File: config.mk
export PLATFORM = sky130hd
export DESIGN_NAME = dffn_chain_exerciser
export DESIGN_NICKNAME = d
export VERILOG_FILES = /design/src/rtl/dffn_chain_exerciser.sv
export SDC_FILE = /design/constraint.sdc
export NUM_CORES = 1
export LEC_CHECK = 0
export BUFFER_PORTS_ARGS = -buffer_cell sky130_fd_sc_hd__buf_4
export CORE_ASPECT_RATIO = 0.6
export CORE_MARGIN = 4
export CORE_UTILIZATION = 55
export DETAILED_ROUTE_END_ITERATION = 8
export PLACE_DENSITY = 0.81
export REMOVE_ABC_BUFFERS = 1
export SYNTH_ARGS = -nofsm -noshare
export SYNTH_HDL_FRONTEND = slang
export SYNTH_SLANG_ARGS = --single-unit
File: constraint.sdc
create_clock -name CLK -period 5.8 [get_ports CLK]
set_input_delay 0 -clock CLK [delete_from_list [all_inputs] [get_ports CLK]]
set_output_delay 0 -clock CLK [all_outputs]
set_load 0.05 [all_outputs]
File: src/rtl/dffn_chain_exerciser.sv
// PRBS7 pattern transmitter/checker for a serial chain of negative-edge, active-low-reset flops.
// Optional macro DFFN_CHAIN_EXERCISER_ERR_INJECT_EN adds the INJ port for deliberate bit flips.
module dffn_chain_exerciser #(
   parameter int unsigned CHAIN_LEN = 8,
   parameter int unsigned NUM_BITS  = 127
) (
   input  logic       CLK,
   input  logic       R,
   input  logic       START,
`ifdef DFFN_CHAIN_EXERCISER_ERR_INJECT_EN
   input  logic       INJ,
`endif
   input  logic       DUT_Q,
   output logic       DUT_D,
   output logic       DUT_CLKN,
   output logic       DUT_RN,
   output logic       BUSY,
   output logic       DONE,
   output logic       PASS,
   output logic [7:0] ERR_CNT
);

   localparam int unsigned HistW = (CHAIN_LEN > 1) ? CHAIN_LEN - 1 : 1;
   localparam logic [15:0] LastBit   = 16'(NUM_BITS - 1);
   localparam logic [15:0] LastDrain = 16'(CHAIN_LEN - 2);
   localparam logic [6:0]  Seed      = 7'h7F;

   typedef enum logic [2:0] {StIdle, StRstp, StRun, StDrain, StDone} state_e;

   state_e           state_q, state_d;
   logic [1:0]       ph_q, ph_d;
   logic [15:0]      cnt_q, cnt_d;
   logic [6:0]       lfsr_q, lfsr_d;
   logic [HistW-1:0] hist_q, hist_d;
   logic             tx_q, tx_d;
   logic [7:0]       err_q, err_d;
   logic             d_q, d_d;
   logic             clkn_q, clkn_d;
   logic             rn_q, rn_d;
   logic             busy_q, busy_d;
   logic             done_q, done_d;
   logic             pass_q, pass_d;

   logic [6:0]       lfsr_next;
   logic [HistW-1:0] hist_shift;
   logic [7:0]       err_inc;
   logic             exp_bit;
   logic             run_bit;

   assign lfsr_next  = {lfsr_q[5:0], lfsr_q[6] ^ lfsr_q[5]};
   // tx_q holds the uninverted bit of the current DUT-cycle; the history trails it by one.
   assign hist_shift = HistW'({hist_q, tx_q});
   assign err_inc    = (err_q == 8'hFF) ? err_q : err_q + 8'd1;
   assign exp_bit    = (CHAIN_LEN == 1) ? tx_q : hist_q[HistW-1];

`ifdef DFFN_CHAIN_EXERCISER_ERR_INJECT_EN
   assign run_bit = lfsr_q[6] ^ INJ;
`else
   assign run_bit = lfsr_q[6];
`endif

   always_comb begin
      state_d = state_q;
      ph_d    = ph_q;
      cnt_d   = cnt_q;
      lfsr_d  = lfsr_q;
      hist_d  = hist_q;
      tx_d    = tx_q;
      err_d   = err_q;
      d_d     = d_q;
      rn_d    = rn_q;
      busy_d  = busy_q;
      done_d  = done_q;
      pass_d  = pass_q;

      unique case (state_q)
         StIdle, StDone: begin
            if (START) begin
               state_d = StRstp;
               ph_d    = 2'd0;
               cnt_d   = 16'd0;
               lfsr_d  = Seed;
               hist_d  = '0;
               tx_d    = 1'b0;
               err_d   = 8'd0;
               d_d     = 1'b0;
               rn_d    = 1'b0;
               busy_d  = 1'b1;
               done_d  = 1'b0;
               pass_d  = 1'b0;
            end
         end

         StRstp: begin
            // ph_q counts the four reset-pulse cycles here.
            ph_d = ph_q + 2'd1;
            if (ph_q == 2'd3) begin
               if (DUT_Q) err_d = err_inc;
               state_d = StRun;
               cnt_d   = 16'd0;
               rn_d    = 1'b1;
               d_d     = run_bit;
               tx_d    = lfsr_q[6];
               lfsr_d  = lfsr_next;
               hist_d  = hist_shift;
            end
         end

         StRun: begin
            ph_d = ph_q + 2'd1;
            if (ph_q == 2'd3) begin
               if (DUT_Q != exp_bit) err_d = err_inc;
               if (cnt_q != LastBit) begin
                  cnt_d  = cnt_q + 16'd1;
                  d_d    = run_bit;
                  tx_d   = lfsr_q[6];
                  lfsr_d = lfsr_next;
                  hist_d = hist_shift;
               end else if (CHAIN_LEN > 1) begin
                  state_d = StDrain;
                  cnt_d   = 16'd0;
                  d_d     = 1'b0;
                  tx_d    = 1'b0;
                  hist_d  = hist_shift;
               end else begin
                  state_d = StDone;
                  d_d     = 1'b0;
                  rn_d    = 1'b0;
                  busy_d  = 1'b0;
                  done_d  = 1'b1;
                  pass_d  = (err_d == 8'd0);
               end
            end
         end

         StDrain: begin
            ph_d = ph_q + 2'd1;
            if (ph_q == 2'd3) begin
               if (DUT_Q != exp_bit) err_d = err_inc;
               if (cnt_q != LastDrain) begin
                  cnt_d  = cnt_q + 16'd1;
                  hist_d = hist_shift;
               end else begin
                  state_d = StDone;
                  rn_d    = 1'b0;
                  busy_d  = 1'b0;
                  done_d  = 1'b1;
                  pass_d  = (err_d == 8'd0);
               end
            end
         end

         default: state_d = StIdle;
      endcase

      // Chain clock low in ph2/ph3 only; falling edge lands mid DUT-cycle.
      clkn_d = ~(((state_d == StRun) || (state_d == StDrain)) && ph_d[1]);
   end

   always_ff @(posedge CLK or posedge R) begin
      if (R) begin
         state_q <= StIdle;
         ph_q    <= 2'd0;
         cnt_q   <= 16'd0;
         lfsr_q  <= Seed;
         hist_q  <= '0;
         tx_q    <= 1'b0;
         err_q   <= 8'd0;
         d_q     <= 1'b0;
         clkn_q  <= 1'b1;
         rn_q    <= 1'b0;
         busy_q  <= 1'b0;
         done_q  <= 1'b0;
         pass_q  <= 1'b0;
      end else begin
         state_q <= state_d;
         ph_q    <= ph_d;
         cnt_q   <= cnt_d;
         lfsr_q  <= lfsr_d;
         hist_q  <= hist_d;
         tx_q    <= tx_d;
         err_q   <= err_d;
         d_q     <= d_d;
         clkn_q  <= clkn_d;
         rn_q    <= rn_d;
         busy_q  <= busy_d;
         done_q  <= done_d;
         pass_q  <= pass_d;
      end
   end

   assign DUT_D    = d_q;
   assign DUT_CLKN = clkn_q;
   assign DUT_RN   = rn_q;
   assign BUSY     = busy_q;
   assign DONE     = done_q;
   assign PASS     = pass_q;
   assign ERR_CNT  = err_q;

endmodule

# Word-level counts from Yosys, hierarchy flattened
# Index checks and enable logic that the tools add are counted.
dict set report word_totals {
  regBits 49
  in_bits 4
  output_inout_bits 14
}
dict set report op_classes {
  addsub 3
  n_eq_ne 20
  n_mux 53
  bitwise_logic 2
  reduce_logical 21
}
# op count
set ops {}
lappend ops {{2-to-1 mux 16 bit} 6}
lappend ops {{2-to-1 mux 8 bit} 9}
lappend ops {{one-hot mux 16 bit (4 select lines)} 1}
lappend ops {{2-to-1 mux 7 bit} 8}
lappend ops {{one-hot mux 7 bit (3 select lines)} 2}
lappend ops {{one-hot mux 8 bit (4 select lines)} 1}
lappend ops {{2-to-1 mux 3 bit} 6}
lappend ops {{adder 16 x 1 -> 16 bit, second input constant} 1}
lappend ops {{!= test 16 x 3 -> 1 bit, second input constant} 1}
lappend ops {{!= test 16 x 7 -> 1 bit, second input constant} 1}
lappend ops {{!= test 2 bit, second input constant} 8}
lappend ops {{AND reduction 5 bit} 3}
lappend ops {{equality test 3 x 2 -> 1 bit, second input constant} 4}
lappend ops {{2-to-1 mux 1 bit} 12}
lappend ops {{one-hot mux 3 bit (4 select lines)} 1}
lappend ops {{AND reduction 6 bit} 2}
lappend ops {{nonzero test 3 bit} 3}
lappend ops {{adder 8 x 1 -> 8 bit, second input constant} 1}
lappend ops {{equality test 8 bit, second input constant} 1}
lappend ops {{logical NOT 8 bit} 1}
lappend ops {{AND reduction 4 bit} 2}
lappend ops {{one-hot mux 1 bit (2 select lines)} 3}
lappend ops {{one-hot mux 1 bit (3 select lines)} 2}
lappend ops {{one-hot mux 2 bit (2 select lines)} 1}
lappend ops {{17 further kinds} 19}

# Longest topological paths before layout
# Gate-level depths: netlist of run 1.
dict set report logic_depth {
  depth_word 9
  ltp_mapped 8
  ltp_nobuf 7
}

# Worst setup path after synthesis of run 1
# No wires, ideal clock.
dict set report synth_path {
  kind {flip-flop to flip-flop}
  startpoint {reg err_q[0] (netlist: ERR_CNT[0])}
  endpoint {reg pass_q (netlist: PASS)}
  setup_ns 0.076
  t_arrival_ns 2.289
  setup_slack_ns 3.435
  path_stages_with_launch 9
  path_buffers 2
  synth_period_minus_slack_ns 2.365
  cell_sequence {dfrtp_1 -> ha_1 -> buf_2 -> and4_1 -> buf_2 -> a21oi_1 -> or3_1 -> a2111o_1 -> o21ai_1}
}
dict set report synth_via {
  elab_chain_cells 9
  word_cells_on_any_way 10
  classes_between {add/sub: 1; eq/ne: 1; mux: 7; reduce/logical: 1}
}
# item line
set synth_rtl {}
lappend synth_rtl {{from (decl)} 36} ;# logic [7:0] err_q, err_d;
lappend synth_rtl {{from (signal assigned)} 182} ;# err_q <= err_d;
lappend synth_rtl {{adder 8 x 1 -> 8 bit or equality test 8 bit (tied branches)} 53} ;# assign err_inc = (err_q == 8'hFF) ? err_q : err_q + 8'd1;
lappend synth_rtl {{2-to-1 mux 8 bit} 53}
lappend synth_rtl {{2-to-1 mux 8 bit *} 139} ;# if (DUT_Q != exp_bit) err_d = err_inc;
lappend synth_rtl {{2-to-1 mux 8 bit *} 138} ;# if (ph_q == 2'd3) begin
lappend synth_rtl {{2-to-1 mux 8 bit *} 76} ;# unique case (state_q)
lappend synth_rtl {{logical NOT 8 bit *} 148} ;# pass_d = (err_d == 8'd0);
lappend synth_rtl {{2-to-1 mux 1 bit *} 140} ;# if (cnt_q != LastDrain) begin
lappend synth_rtl {{2-to-1 mux 1 bit *} 138}
lappend synth_rtl {{one-hot mux 1 bit (2 select lines) *} 76}
lappend synth_rtl {{to (signal assigned)} 188} ;# pass_q <= pass_d;
lappend synth_rtl {{to (decl)} 42} ;# logic pass_q, pass_d;
# Every way passes the cells marked *; elsewhere a longest branch is shown, timed or not. The select of a mux whose other input is x is not followed.
# A chain may end at the register's enable or synchronous reset.

# Final worst setup path of run 1
dict set report layout_path {
  startpoint {reg ph_q[1]}
  endpoint {reg err_q[1] (netlist: ERR_CNT[1])}
}
dict set report layout_via {
  elab_chain_cells 3
  word_cells_on_any_way 5
  classes_between {eq/ne: 4; reduce/logical: 1}
}
# item line
set layout_rtl {}
lappend layout_rtl {{from (decl)} 31} ;# logic [1:0] ph_q, ph_d;
lappend layout_rtl {{from (signal assigned)} 177} ;# ph_q <= ph_d;
lappend layout_rtl {{equality test 2 bit *} {97, 111, 138}}
lappend layout_rtl {{!= test 2 bit (no line)} n/a}
lappend layout_rtl {{AND reduction 6 bit (no line) *} n/a}
# Every way passes the cells marked *; elsewhere a longest branch is shown, timed or not.

==> results of run 1 <==
## layout by cell type (no fill, tap or decap), types with 4 or more instances in the layout
cell type / count
nand2_1: 46
dfrtp_1: 41
a21oi_1: 29
o21ai_0: 27
buf_4: 17
nand3_1: 13
inv_1: 12
nor2_1: 11
nor3_1: 11
dfstp_2: 8
nand2b_1: 7
nand4_1: 7
o31ai_1: 7
or4_1: 7
a31oi_1: 7
clkbuf_8: 6
nor2b_1: 5
o21a_1: 4
or3_1: 4
ha_1: 4
## synth_stat cells, types with 3 or more instances
cell       n
nand2_1   46
dfrtp_1   41
a21oi_1   29
o21ai_0   27
inv_1     13
nand3_1   13
nor2_1    11
nor3_1    11
buf_2      8
dfstp_2    8
a31oi_1    7
clkbuf_1   7
nand2b_1   7
nand4_1    7
o31ai_1    7
or4_1      7
nor2b_1    5
ha_1       4
o21a_1     4
or3_1      4
a21o_1     3
and2_1     3
and3_1     3
and4_1     3
nand3b_1   3
o21ai_1    3
xor2_1     3
## worst reg2reg max path: stages, from the launching register on
cell      delay, ns
dfrtp_1        0.38
ha_1           0.41
nand2b_1       0.27
o21ai_0        0.94
o21ai_0        0.32
nand2_1        0.13
o21ai_0        0.10
## kinds of logic after synthesis
family / count (synthesis)
DFF: 49
adders and majority gates: 4
and+or+nand+nor: 133
AOI/OAI and AO/OA: 99
muxes: 3
xor gates and xnor gates: 5
buffers and inverters: 28
## worst max-delay path by stage
stage	from	to	slack, ns	depth (start not counted)
after floorplan	ERR_CNT[0]	PASS	3.45	6
after global placement	ph_q[0]	ERR_CNT[1]	3.23	6
after detailed placement	ph_q[1]	ERR_CNT[1]	3.21	6
after CTS	ph_q[1]	ERR_CNT[1]	3.20	6
after global routing	ph_q[0]	ERR_CNT[0]	2.80	6
final	ph_q[1]	ERR_CNT[1]	3.12	6
## layer usage
metal	routed length [µm]	part of all wire	vias to the layer above
li1	-	-	1189
met1	3330	0.53	1155
met2	2570	0.41	74
met3	379	0.060	5
met4	45	0.0071	0
met5	0	0	-
## state kept, by name, indices dropped and copies added, names as in the netlist
register  count
cnt_q        16
ERR_CNT       8
hist_q        7
lfsr_q        7
state_q       3
ph_q          2
BUSY          1
DONE          1
DUT_CLKN      1
DUT_D         1
DUT_RN        1
PASS          1
## through the flow
step | instance area (µm²) | worst slack [ns] | hold WS, ns
2_1_floorplan | 2740 | 3.45 | 0.163
3_3_place_gp | 2950 | 3.23 | 0.299
3_5_place_dp | 2950 | 3.21 | 0.306
4_1_cts | 3060 | 3.20 | 0.370
5_1_grt | 3060 | 2.80 | 0.431
6_report | 3060 | 3.12 | 0.392
## final cells by class
class                   instances  area share
clock buffers                   7      0.0282
clock inverters                 1     0.00245
inverters                      13      0.0159
multi-input cells             244       0.476
flip-flops and latches         49       0.403
well taps                      63      0.0257
repair buffers                 19      0.0482
## power by group
part | internal [mW] | switching, mW | total [mW] | leakage, nW
combinational | 0.203 | 0.432 | 0.635 | 0.640
sequential | 0.456 | 0.116 | 0.572 | 0.619
clock | 0.0970 | 0.110 | 0.207 | 0.0445
## what timing repair did
action | CTS | global route
endpoints found under the hold margin | 42 | 0
resized for setup | 0 | 0
hold buffers | 2 | 0
==> reports/summary.txt, run 1 <==
Final period util = 0.462
Crit path buffers/inverters = 0
Clock buffer count from CTS = 5
RSZ-0062 raised after global routing = false
GRT busiest layer = met1
Sequential area share after synthesis = 0.440
Clock Skews = 0.00614 ns
Num rows = 19
Clock transition at path regs = 0.08 ns
Reg-to-Reg End = ERR_CNT[1]
Worst Hold End = ERR_CNT[7]
Fraction of layout cells with a size suffix above 1 = 0.129
Clock latency on the worst-skew pair = 0.30 ns
Crit path top cell by count = o21ai_0
Slew margin rel. = 0.246
Post-synthesis cell count = 321
Post-synth cell types = 52
ANT cells = 0
Number of max-cap violations = 0
Met2 Use GR = 0.285
Synth area leader = dfrtp_1
Crit-path max cell delay = 0.94 ns
Finished Core Util = 0.644
Drt first pass iters = 5
CTS tree = done
Critical Path RT = 5.98 ns
Register Area = 1240 µm²
Die width = 100 µm
Initial Util = 0.591
Longest Clk Path Bufs = 2
EDFF count, synth = 0
Area of the multi-input gates = 1460 µm²
Area share of the largest cell type after synthesis = 0.365
CP cell instances = ha_1 -> nand2b_1 -> o21ai_0 -> o21ai_0 -> nand2_1 -> o21ai_0
Met1 Use GR = 0.354
Routed Antenna Nets = 0
Min-delay src = DUT_Q
Synthesis-to-layout area growth = 9.04%
Largest net degree at the start of global routing = 50
CP max FO = 12
F_max = 0.373 GHz
Vias = 2,423
Delay-heaviest family, CP = compound AO/OA/AOI/OAI gates
Initial DRC count = 256
First-pass GRT wire length = 11,000 µm
Hold path depth = 5
CP Class = flip-flop to flip-flop
Final Instance Count excl. Fillers = 396
Final GP Congestion = 0.890
Synth area leaders = dfrtp_1 37%, dfstp_2 7.5%, nand2_1 6.1%
Final Max Tran Viols = 0
Post-Synth Adder-Cell Area = 0.0178
Mapped Avg Cell Area = 8.75 µm²
Compound-Gate Fraction of Synth Area = 0.222
Filler cells = 416
Final HPWL DP = 4610 µm
DR vias/cell = 6.12
Avg WL per Cell = 16.0 µm
Final #Nets = 340
Final setup viols = 0
Final wirelength = 6330 µm
HP Class = primary input to flip-flop
Cell Count Post-Placement = 386
Worst Setup Start Kind = flip-flop
Warnings from Yosys = 0
Worst slew pin tran = 1.12 ns
Clock Tree Root = clkbuf_8
Syn Std Cell Area = 2810 µm²
Run status = finished clean
FFs w/ async S/R, synth = 1.00
Register bit count reported by yosys = 49
Core area = 4750 µm²
Die height = 63.4 µm
Ys flop type = dfrtp_1
Leakage = 1.30 nW
Initial antenna violation count = 0
Gr usage total = 0.216
Setup bufs post-CTS = 0
Met3 Track Usage GR = 0.0419
Mux contribution to synthesized area = 0.0111
Crit path arrival time = 2.86 ns
Tot Pwr = 1.41 mW
Peak supply drop = 0.277 mV
Final hold violation count = 0
DR DRC count = 0
Slowest-stage cell, CP = o21ai_0
Post-synthesis simple-gate area fraction = 0.252
Die area = 6350 µm²
Largest family of logic cells by synthesized area = simple AND/OR/NAND/NOR gates
# IOs = 18
Global route overflow = 0
Vias in the first global route = 2,201
Clk sinks = 49
I/O Buffers = 17
Post-synthesis xor/xnor area fraction = 0.0156
Htree depth = 2
R2R depth = 6
Final min period = 2.68 ns
Power per cell area = 461 nW/µm²
Flop2flop setup slack = 3.12 ns
Endpoint class of the critical path = flip-flop
Setup_tns = 0 ns
Reg2reg start = ph_q[1]
Note: power is estimated with default switching activity, not from simulation.
==> inputs of run 2 (changes only) <==
--- a/config.mk
+++ b/config.mk
@@ -8,9 +8,9 @@
 export BUFFER_PORTS_ARGS = -buffer_cell sky130_fd_sc_hd__buf_4
 export CORE_ASPECT_RATIO = 0.6
 export CORE_MARGIN = 4
-export CORE_UTILIZATION = 55
+export CORE_UTILIZATION = 54
 export DETAILED_ROUTE_END_ITERATION = 8
-export PLACE_DENSITY = 0.81
+export PLACE_DENSITY = 0.83
 export REMOVE_ABC_BUFFERS = 1
 export SYNTH_ARGS = -nofsm -noshare
 export SYNTH_HDL_FRONTEND = slang
==> constraint.sdc (replaced) <==
create_clock -name CLK -period 2.25 [get_ports CLK]
set_input_delay 0 -clock CLK [delete_from_list [all_inputs] [get_ports CLK]]
set_output_delay 0 -clock CLK [all_outputs]
set_load 0.05 [all_outputs]
==> reports/summary.txt, run 2 (synthesis results as in run 1) <==
Run status = finished clean
Most flops, register = cnt_q
F_max = 0.484 GHz (+30%)
Setup_tns = 0 ns (unchanged)
Worst slew pin tran = 0.949 ns (-0.170 ns)
Peak supply drop = 0.805 mV (+190%)
Clock Skews = 0.00470 ns (-0.00144 ns)
Crit path top cell by count = o21ai_4
Initial Util = 0.556 (-0.0351)
Largest net degree at the start of global routing = 47 (-6.0%)
Final Instance Count excl. Fillers = 418 (+5.6%)
CTS tree = done
DR DRC count = 0 (unchanged)
Number of max-cap violations = 0 (unchanged)
Final setup viols = 0 (unchanged)
I/O Buffers = 17 (unchanged)
Clock Tree Root = clkbuf_8
CP Class = flip-flop to flip-flop
Most common cell after layout, fill and taps aside = nand2_1
Synthesis-to-layout area growth = 14.4%
Die area = 6460 µm² (+1.7%)
Final min period = 2.07 ns (-0.613 ns)
Drt first pass iters = 5 (unchanged)
Core area = 5050 µm² (+6.3%)
Crit-path max cell delay = 0.53 ns (-0.41 ns)
Cell Count Post-Placement = 408 (+5.7%)
Filler cells = 441 (+6.0%)
Num rows = 20 (+1)
HP Class = primary input to flip-flop
Final hold violation count = 0 (unchanged)
Area after DPL = 3100 µm² (+5.0%)
Most frequent cells in the layout = 46 x nand2_1, 41 x dfrtp_1, 36 x buf_4
Clock buffer count from CTS = 5 (unchanged)
Global route overflow = 0 (unchanged)
RSZ-0062 raised after global routing = false
Max reg flops = 16 (unchanged)
GRT busiest layer = met1
CP max FO = 13 (+1)
ANT cells = 0 (unchanged)
Die height = 63.9 µm (+0.80%)
DR vias/cell = 6.06 (-0.88%)
Finished Core Util = 0.636 (-0.00833)
# IOs = 18 (unchanged)
Endpoint class of the critical path = flip-flop
Post-route cell area = 3220 µm² (+4.9%)
First-pass GRT wire length = 11,000 µm (+0.37%)
Slowest-stage cell, CP = or4_1
Fraction of layout cells with a size suffix above 1 = 0.179 (+0.0498)
Crit path arrival time = 2.31 ns (-0.55 ns)
Leakage = 1.39 nW (+6.8%)
CP cell instances = nand2b_1 -> o21ai_4 -> o21ai_4 -> or4_1 -> a21oi_1
Clock transition at path regs = 0.09 ns (about the same)
Final Max Tran Viols = 0 (unchanged)
Setup bufs post-CTS = 0 (unchanged)
Met1 Use GR = 0.331 (-0.0230)
Vias in the first global route = 2,311 (+5.0%)
Final #Nets = 359 (+5.6%)
Final HPWL DP = 4570 µm (-0.79%)
Final GP Congestion = 0.889 (-0.12%)
Initial DRC count = 200 (-22%)
Met3 Track Usage GR = 0.0393 (-0.00264)
Power per cell area = 1200 nW/µm² (+160%)
Htree depth = 2 (unchanged)
Clk sinks = 49 (unchanged)
Final period util = 0.918 (+0.456)
Worst Setup Start Kind = flip-flop
Final wirelength = 6330 µm (about the same)
Critical Path RT = 2.49 ns (-3.49 ns)
Avg WL per Cell = 15.1 µm (-5.2%)
Crit path buffers/inverters = 0 (unchanged)
Die width = 101 µm (+0.85%)
Vias = 2,535 (+4.6%)
Longest Clk Path Bufs = 2 (unchanged)
Gr usage total = 0.212 (-0.00357)
Delay-heaviest family, CP = simple AND/OR/NAND/NOR gates
Slew margin rel. = 0.366 (+0.121)
Routed Antenna Nets = 0 (unchanged)
Met2 Use GR = 0.304 (+0.0183)
Clock latency on the worst-skew pair = 0.31 ns (about the same)
Initial antenna violation count = 0 (unchanged)
## run 2: cell count changes in the layout (fill, tap and decap cells not counted)
cell / previous run / this run
buf_4: 17 / 36
clkbuf_8: 6 / 5
clkinvlp_4: 1 / 2
o21ai_1: 3 / 2
o21ai_4: 1 / 2
## run 2: area by class of cell
type                    instances  area [µm²]  area share
flip-flops and latches         49        1240       0.384
well taps                      66        82.6      0.0257
clock buffers                   6        72.6      0.0226
inverters                      13        48.8      0.0152
clock inverters                 2        15.0     0.00467
multi-input cells             244        1470       0.457
repair buffers                 38         290      0.0903
## run 2: tightest hold or removal path, stage by stage
cell,delay (ns)
buf_4,0.10
a21oi_1,0.06
o21ai_0,0.15
buf_4,0.19
a21oi_1,0.08
## run 2: power breakdown
part | total [mW] | switching [mW] | internal (mW)
Sequential | 1.37 | 0.191 | 1.18
Combinational | 1.95 | 1.26 | 0.686
Clock | 0.535 | 0.316 | 0.220
Total | 3.85 | 1.76 | 2.08
## run 2: routing by layer
layer  share of wire  up-vias  wire length, µm
met5               0        -                0
met2            0.42       91             2630
li1                -     1235                -
met1            0.51     1202             3210
met4          0.0096        0               61
met3           0.067        7              424
## run 2: repair_timing
item / CTS / global route
gates resized for setup: 0 / 2
endpoints found under the hold margin: 42 / 0
hold buffers: 2 / 0
setup endpoints to repair: 0 / 6
## run 2: through the flow
step	setup slack, ns	power [mW]	hold WS, ns
2_1_floorplan	-0.104	2.63	0.163
3_3_place_gp	0.230	3.21	0.273
3_5_place_dp	0.164	3.28	0.282
4_1_cts	0.143	3.81	0.293
5_1_grt	0.0261	4.15	0.348
6_report	0.185	3.85	0.301
## run 2: final timing paths
kind	depth (start not counted)	slack (ns)	to	from
worst max register to register	5	0.18	cnt_q[10]	state_q[2]
worst min-delay path	5	0.30	ERR_CNT[7]	DUT_Q
max in group asynchronous	4	1.09	lfsr_q[6]	R
worst min register to register	2	0.47	lfsr_q[1]	lfsr_q[1]
min in group asynchronous	3	0.45	cnt_q[11]	R
worst max-delay path	5	0.18	cnt_q[10]	state_q[2]
